==> src/rtl/sdiv_pkg.sv <==
// Shared definitions for the sequential signed restoring divider:
// FSM state encoding and the counter-width helper.
package sdiv_pkg;

  typedef enum logic [1:0] {
    S_IDLE = 2'd0,
    S_LOAD = 2'd1,
    S_DIV  = 2'd2,
    S_FIX  = 2'd3
  } state_t;

  // Bits needed to hold values 0 .. value-1.
  function automatic int clog2w(input int value);
    int r;
    r = 0;
    for (int i = 0; i < 31; i++) begin
      if ((1 << i) < value) r = i + 1;
    end
    return r;
  endfunction

endpackage

==> src/rtl/sdiv_negate.sv <==
// Conditional two's-complement negation, purely combinational.
module sdiv_negate #(
  parameter int W = 8
) (
  input  logic [W-1:0] din,
  input  logic         neg,
  output logic [W-1:0] dout
);

  assign dout = neg ? (~din + W'(1)) : din;

endmodule

==> src/rtl/sdiv_restoring.sv <==
// Sequential signed restoring divider with Start/Busy/Done handshake.
// Define SDIV_REM_EN to add the signed remainder output Rem.
module sdiv_restoring
  import sdiv_pkg::*;
#(
  parameter int DEND_W = 8,
  parameter int DSOR_W = 4
) (
  input  logic                     Clock,
  input  logic                     Reset,
  input  logic                     Start,
  input  logic signed [DEND_W-1:0] Dend,
  input  logic signed [DSOR_W-1:0] Dsor,
  output logic signed [DEND_W-1:0] Quo,
`ifdef SDIV_REM_EN
  output logic signed [DSOR_W-1:0] Rem,
`endif
  output logic                     Err,
  output logic                     Busy,
  output logic                     Done
);

  localparam int CNT_W = clog2w(DEND_W + 1);
  localparam logic [CNT_W-1:0]  CNT_INIT = CNT_W'(DEND_W);
  localparam logic [DEND_W-1:0] Q_MIN    = {1'b1, {(DEND_W-1){1'b0}}};
  localparam logic [DEND_W-1:0] Q_MAX    = ~Q_MIN;

  state_t state_q, state_d;
  logic   accept, do_load, do_div, do_fix;

  logic [DEND_W-1:0] dend_r, q_q, dend_abs, quo_fixed;
  logic [DSOR_W-1:0] dsor_r, dsor_abs_q, dsor_abs;
  logic [DSOR_W:0]   pr_q;
  logic [DSOR_W+1:0] pr_sh, pr_diff;
  logic [CNT_W-1:0]  cnt_q;
  logic              s_dend_q, s_dsor_q, zero_q, ovf;

  sdiv_negate #(.W(DEND_W)) u_abs_dend (.din(dend_r), .neg(dend_r[DEND_W-1]), .dout(dend_abs));
  sdiv_negate #(.W(DSOR_W)) u_abs_dsor (.din(dsor_r), .neg(dsor_r[DSOR_W-1]), .dout(dsor_abs));
  sdiv_negate #(.W(DEND_W)) u_quo_fix  (.din(q_q), .neg(s_dend_q ^ s_dsor_q), .dout(quo_fixed));

`ifdef SDIV_REM_EN
  logic [DSOR_W-1:0] rem_fixed;
  sdiv_negate #(.W(DSOR_W)) u_rem_fix  (.din(pr_q[DSOR_W-1:0]), .neg(s_dend_q), .dout(rem_fixed));
`endif

  // Shift {PR,Q} left one bit and trial-subtract; the difference MSB is the borrow.
  assign pr_sh   = {pr_q, q_q[DEND_W-1]};
  assign pr_diff = pr_sh - {2'b00, dsor_abs_q};
  assign ovf     = (dend_r == Q_MIN) && (dsor_r == '1);

  // NOTE: state and datapath registers use non-blocking assignments so every
  // flop samples pre-edge values; blocking here would create ordering races.
  always_ff @(posedge Clock or posedge Reset) begin
    if (Reset) state_q <= S_IDLE;
    else       state_q <= state_d;
  end

  // NOTE: defaults at the top of every combinational block keep each signal
  // assigned on all paths, so no latches are inferred.
  always_comb begin
    state_d = state_q;
    unique case (state_q)
      S_IDLE: if (Start) state_d = S_LOAD;
      S_LOAD: state_d = (dsor_r == '0) ? S_FIX : S_DIV;
      S_DIV:  if (cnt_q == CNT_W'(1)) state_d = S_FIX;
      S_FIX:  state_d = S_IDLE;
    endcase
  end

  always_comb begin
    accept  = 1'b0;
    do_load = 1'b0;
    do_div  = 1'b0;
    do_fix  = 1'b0;
    unique case (state_q)
      S_IDLE: accept  = Start;
      S_LOAD: do_load = 1'b1;
      S_DIV:  do_div  = 1'b1;
      S_FIX:  do_fix  = 1'b1;
    endcase
  end

  always_ff @(posedge Clock or posedge Reset) begin
    if (Reset) begin
      dend_r     <= '0;
      dsor_r     <= '0;
      q_q        <= '0;
      dsor_abs_q <= '0;
      pr_q       <= '0;
      cnt_q      <= '0;
      s_dend_q   <= 1'b0;
      s_dsor_q   <= 1'b0;
      zero_q     <= 1'b0;
      Quo        <= '0;
`ifdef SDIV_REM_EN
      Rem        <= '0;
`endif
      Err        <= 1'b0;
      Busy       <= 1'b0;
      Done       <= 1'b0;
    end else begin
      Done <= do_fix;
      if (accept) begin
        dend_r <= Dend;
        dsor_r <= Dsor;
        Busy   <= 1'b1;
      end
      if (do_load) begin
        q_q        <= dend_abs;
        dsor_abs_q <= dsor_abs;
        s_dend_q   <= dend_r[DEND_W-1];
        s_dsor_q   <= dsor_r[DSOR_W-1];
        pr_q       <= '0;
        cnt_q      <= CNT_INIT;
        zero_q     <= (dsor_r == '0);
      end
      if (do_div) begin
        cnt_q <= cnt_q - CNT_W'(1);
        if (!pr_diff[DSOR_W+1]) begin
          pr_q <= pr_diff[DSOR_W:0];
          q_q  <= {q_q[DEND_W-2:0], 1'b1};
        end else begin
          pr_q <= pr_sh[DSOR_W:0];
          q_q  <= {q_q[DEND_W-2:0], 1'b0};
        end
      end
      if (do_fix) begin
        Busy <= 1'b0;
        Err  <= zero_q || ovf;
        // A zero divisor saturates toward the dividend's sign.
        Quo  <= zero_q ? (s_dend_q ? Q_MIN : Q_MAX) : quo_fixed;
`ifdef SDIV_REM_EN
        Rem  <= zero_q ? '0 : rem_fixed;
`endif
      end
    end
  end

endmodule
==> config.mk <==
export PLATFORM = sky130hd
export DESIGN_NAME = sdiv_restoring
export DESIGN_NICKNAME = d
export VERILOG_FILES = /design/src/rtl/sdiv_pkg.sv /design/src/rtl/sdiv_negate.sv /design/src/rtl/sdiv_restoring.sv
export SDC_FILE = /design/constraint.sdc
export NUM_CORES = 1
export LEC_CHECK = 0
export ABC_CLOCK_PERIOD_IN_PS = 2750
export CAP_MARGIN = 20
export CORE_ASPECT_RATIO = 0.5
export CORE_MARGIN = 8
export CORE_UTILIZATION = 50
export DETAILED_ROUTE_END_ITERATION = 12
export PLACE_DENSITY = 0.74
export SLEW_MARGIN = 10
export SYNTH_ARGS = -nofsm -noshare
export SYNTH_HDL_FRONTEND = slang
export SYNTH_HIERARCHICAL = 1
export SYNTH_SLANG_ARGS = --single-unit
==> constraint.sdc <==
create_clock -name Clock -period 2.75 [get_ports Clock]
set_clock_uncertainty 0.2 [all_clocks]
set_input_delay 0.825 -clock Clock [delete_from_list [all_inputs] [get_ports Clock]]
set_output_delay 0.825 -clock Clock [all_outputs]
set_load 0.03 [all_outputs]
Word level (Yosys, flattened, before mapping)
Index checks and enable logic that the tools add are counted.
Storage, ports and cells
  memory bits (read-only): 0
  output and inout bits: 11
  input bits: 15
  memories: 0
  bits in latches: 0
  RAM bits: 0
  register bits after elaboration: 49
Operators by class
  shifts and indexed selects: 0
  add/sub/neg operators: 5
  div/mod/pow operators: 0
  $lt $le $gt $ge: 0
  bitwise gates (word level): 4
  multiply operators: 0
  reductions and logical operators: 7
  mux-type cells: 23
  equality and inequality tests: 8
Operators by type and width (number)
  $mux W8: 6
  $add A8 B1 Y8 const B: 2
  $not A8 Y8: 2
  $mux W5: 3
  $mux W4: 3
  $eq A8 B8 Y1 const B: 1
  $mux W1: 8
  $pmux W2 S4: 1
  $sub A6 B4 Y6: 1
  $add A4 B1 Y4 const B: 1
  $eq A2 B2 Y1 const B: 2
  $eq A4 B1 Y1 const B: 1
  $eq A4 B4 Y1 const B: 1
  $logic_not A4 Y1: 1
  $mux W2: 2
  $ne A2 B2 Y1 const B: 2
  $not A4 Y4: 1
  $reduce_bool A2 Y1: 2
  $sub A4 B1 Y4 const B: 1
  $eq A2 B1 Y1 const B: 1
  $logic_not A2 Y1: 1
  $reduce_and A2 Y1: 1
  $logic_and A1 B1 Y1: 1
  $logic_or A1 B1 Y1: 1
  $xor A1 B1 Y1: 1

Logic depth before layout (Yosys ltp)
  word-level depth: 5
  depth in mapped cells: 9
  mapped depth without buffers: 9

Cells and area by module
The synthesis kept the hierarchy.
Modules (own cells, without submodules)
  sdiv_restoring: area an instance 2371.0 um^2, instances 1, cells each 218, sequential area each 1226.2 um^2
  sdiv_negate at u_abs_dend ...: area an instance 171.4 um^2, instances 2, cells each 21, sequential area each 0.0 um^2
  sdiv_negate at u_abs_dsor: area an instance 72.6 um^2, instances 1, cells each 10, sequential area each 0.0 um^2

Worst setup path before layout
OpenSTA, ideal clock, no wires.
  kind: register -> register
  start point: register q_q[7]
  end point: register pr_q[4]
  cell stages (with the launch flop): 10
  arrival: 1708 ps
  setup time: 136 ps
  path slack: 706 ps
  cells stage by stage: dfrtp_1 > inv_1 > ha_1 > inv_1 > fa_1 > a21o_1 > a21oi_1 > o2111ai_1 > xnor2_1 > o22ai_1
Between the ends
  longest elaborated chain between the ends: 3
RTL lines
  start, declared: RTL line sdiv_restoring.sv:31  | logic [DEND_W-1:0] dend_r, q_q, dend_abs, quo_fixed;
  start signal, assigned: RTL line sdiv_restoring.sv:110  | q_q <= dend_abs;
  start signal, assigned: RTL line sdiv_restoring.sv:122  | q_q <= {q_q[DEND_W-2:0], 1'b1};
  start signal, assigned: RTL line sdiv_restoring.sv:125  | q_q <= {q_q[DEND_W-2:0], 1'b0};
  $sub A6 B4 Y6: RTL line sdiv_restoring.sv:49  | assign pr_diff = pr_sh - {2'b00, dsor_abs_q};
  $mux W5: RTL line sdiv_restoring.sv:120  | if (!pr_diff[DSOR_W+1]) begin
  $mux W5: RTL line sdiv_restoring.sv:118  | if (do_div) begin
  end signal, assigned: RTL line sdiv_restoring.sv:121  | pr_q <= pr_diff[DSOR_W:0];
  end signal, assigned: RTL line sdiv_restoring.sv:124  | pr_q <= pr_sh[DSOR_W:0];
  end, declared: RTL line sdiv_restoring.sv:33  | logic [DSOR_W:0] pr_q;
No other way between the ends.
A chain may end at the register's enable or synchronous reset.

Worst setup path after layout
  start point: register Quo[6]
  end point: output Quo[6]
RTL lines
  start, declared: RTL line sdiv_restoring.sv:14  | output logic signed [DEND_W-1:0] Quo,
  start signal, assigned: RTL line sdiv_restoring.sv:132  | Quo <= zero_q ? (s_dend_q ? Q_MIN : Q_MAX) : quo_fixed;
No word-level cell between the ends.

==> metrics.txt <==
Data arrival, critical path=1350 ps; Multi-input gate area=1415 um2; hold buffer count at CTS=0; hold crit path type=reg2reg; wire per inst=14.43 um; antenna violations before repair=0; global-route wire length before repair=9.397 mm; worst-path maximum fanout=2; Worst Max-Slew Pin Slew=744.2 ps; FF-to-FF setup slack=500 ps; YS warnings=6; # IOs=26; GP Congestion=0.8520; cell family with most CP delay=buffers and inverters; post-route minimum period=2376 ps; CTS tree=yes; Fill cells=468; post-synth top area share=44.01%; Post-route DRC=0; maximum vdd ir drop=0.8068 mV; total power=4.558 mW; root buf cell=clkbuf_8; nets@finish=325; number of vias per cell=5.412; Port Buffers=25; clk slew on worst S/H paths=100 ps; final hold violations=0; die area=8363 um2; worst setup path endpoint=Quo[6]; Syn Nets=300; Mapped Cells=270; reg2reg start=q_q[7]$_DFFE_PP0P_; post-cts sizing count=0; Unique masters post-synth=40; post-synthesis cell area=2786 um2; Max Clock Freq=0.4208 GHz; postcts setup bufs=0; clock latency on the worst-skew pair=310 ps; leakage=1.347 nW; Worst Min Path Start=Busy$_DFFE_PP0P_; drt pass-1 iters=4; Worst Path Buf+Inv=1; Worst R2R End=pr_q[4]$_DFFE_PP0P_; EDFF count, synth=0; Tcrit/Tclk final=86.41%; unrepaired setup endpoints after global routing=no; number of buffers created by CTS=5; largest net degree at the start of global routing=28; status=completed; post-synthesis sequential area ratio=44.01%; Worst slew margin=50.22%; core area=5420 um2; Final TNS setup=0 ps; FFs w/ async S/R, synth=100.0%; htree depth=2; DP HPWL=4.006 mm; critical path class=reg2out; Startpoint Class=flop; via count=1997; Sink Count=49; Max Buffers Root-to-Sink=2; layout cells sized above 1=14.86%; Setup Viol. Count Final=0; top_reg_cell synth=dfrtp_1; Critical-path top delay cell=clkdlybuf4s50_1; Cell Rows=19; maxcap violations=0; Crit path depth=1; area occupied by registers=1226 um2; Die Span Y=68.79 um; drt initial violations=59; WHS=318.8 ps; Die W=121.6 um; Total GRT Usage=14.11%; crit-path cells=clkdlybuf4s50_1; critical path's largest stage delay=680 ps; top cells by area, synth=dfrtp_1 (44%), mux2_2 (6.5%), ha_1 (6.3%); Post-Route WL=5.323 mm; fin. max-slew vios=0; Mean Syn Cell Area=10.32 um2; starting density of the core=51.41%; CP Launch Point=Quo[6]$_DFFE_PP0P_; largest area contributor in the netlist=dfrtp_1; number of global-route vias before repair=2080; Area growth syn-to-layout=14.50%; grt ovf=0; reg2reg path depth=9; CP Capture Type=output pin; power per cell area=1429 nW/um2; n_diodes=0; Yosys reg bits=49; final antenna-violating net count=0; CP Data Required Time=1730 ps
cells in the mapped netlist, drive strengths merged (6+ instances only):
library cell,instances
mux2,17
mux2i,12
o22ai,6
nand2,16
inv,23
a21oi,29
ha,14
o21ai,17
o31ai,6
nor2,23
xnor2,15
dfrtp,49
buf,6
nand2b,6
layout make-up:
type	instances	area share, %
Timing Repair Buffer	29	8.784
Inverter	24	2.824
Sequential cell	49	38.43
Clock inverter	2	0.4706
Clock buffer	6	2.275
Tap cell	73	2.863
Multi-Input combinational cell	186	44.35
logic make-up after synthesis:
| kind of cell | share of synthesized area (%) |
|---|---|
| simple gates | 10.64 |
| xor+xnor | 5.658 |
| compound gates | 16.17 |
| buf+inv | 5.208 |
| flops | 44.01 |
| fa+ha+maj | 7.005 |
| mux | 11.32 |
placed cells by master (no fill, tap or decap), types with 4 or more instances in the layout:
cell and n:
dfrtp_1 49, a21oi_1 27, clkdlybuf4s50_1 25, nor2_1 23, inv_1 22, nand2_1 16
mux2_2 16, xnor2_1 15, o21ai_0 14, ha_1 14, mux2i_1 12, nand2b_1 6
or3_4 5, o22ai_1 5, clkbuf_8 5, buf_4 4
routing by layer:
| metal | GRT usage (%) | part of all wire [%] | up-vias |
|---|---|---|---|
| met5 | 0 | 0 | - |
| met4 | 6.849 | 1.7 | 0 |
| met3 | 2.518 | 2.0 | 6 |
| met2 | 24.61 | 48 | 17 |
| met1 | 17.09 | 48 | 992 |
| li1 | - | - | 982 |
per-stage QoR:
step / setup slack [ps] / area (um2) / util [%] / std cells
CTS: 357.3 / 3191 / 58.86 / 369
global route: 317.2 / 3191 / 58.86 / 369
floorplan: 552.2 / 2786 / - / 270
finish: 373.8 / 3191 / 58.86 / 369
global placement: 365.8 / 3103 / 57.25 / 361
detailed placement: 334.7 / 3103 / 57.25 / 361
worst min-delay path, delay by kind of cell (launching register included):
kind / cells / cell delay, ps
AO/OA/AOI/OAI: 1 / 50
AND/OR/NAND/NOR: 1 / 70
flip-flops: 1 / 360
registers in the layout (all words and copies together), names as in the netlist, 2 cells and up:
signal      cells
state_q         2
pr_q            5
Quo             8
q_q             8
cnt_q           4
dsor_r          4
dsor_abs_q      4
dend_r          8
worst min-delay path by stage:
| stage | end | slack (ps) | depth (start not counted) |
|---|---|---|---|
| after CTS | Busy$_DFFE_PP0P_ | 330 | 2 |
| after detailed placement | Busy$_DFFE_PP0P_ | 300 | 2 |
| after global placement | cnt_q[3]$_DFFE_PP0P_ | 280 | 1 |
| after floorplan | cnt_q[3]$_DFFE_PP0P_ | 260 | 1 |
| final | Busy$_DFFE_PP0P_ | 320 | 2 |
| after global routing | cnt_q[3]$_DFFE_PP0P_ | 350 | 1 |
power by group:
| part | total, mW | internal, mW | leakage (nW) | switching (mW) |
|---|---|---|---|---|
| clock network | 0.428 | 0.180 | 0.0374 | 0.248 |
| registers | 1.44 | 1.07 | 0.586 | 0.366 |
| logic | 2.69 | 1.28 | 0.724 | 1.41 |
| total | 4.56 | 2.54 | 1.35 | 2.02 |
Power figures use the tool's default switching activity.
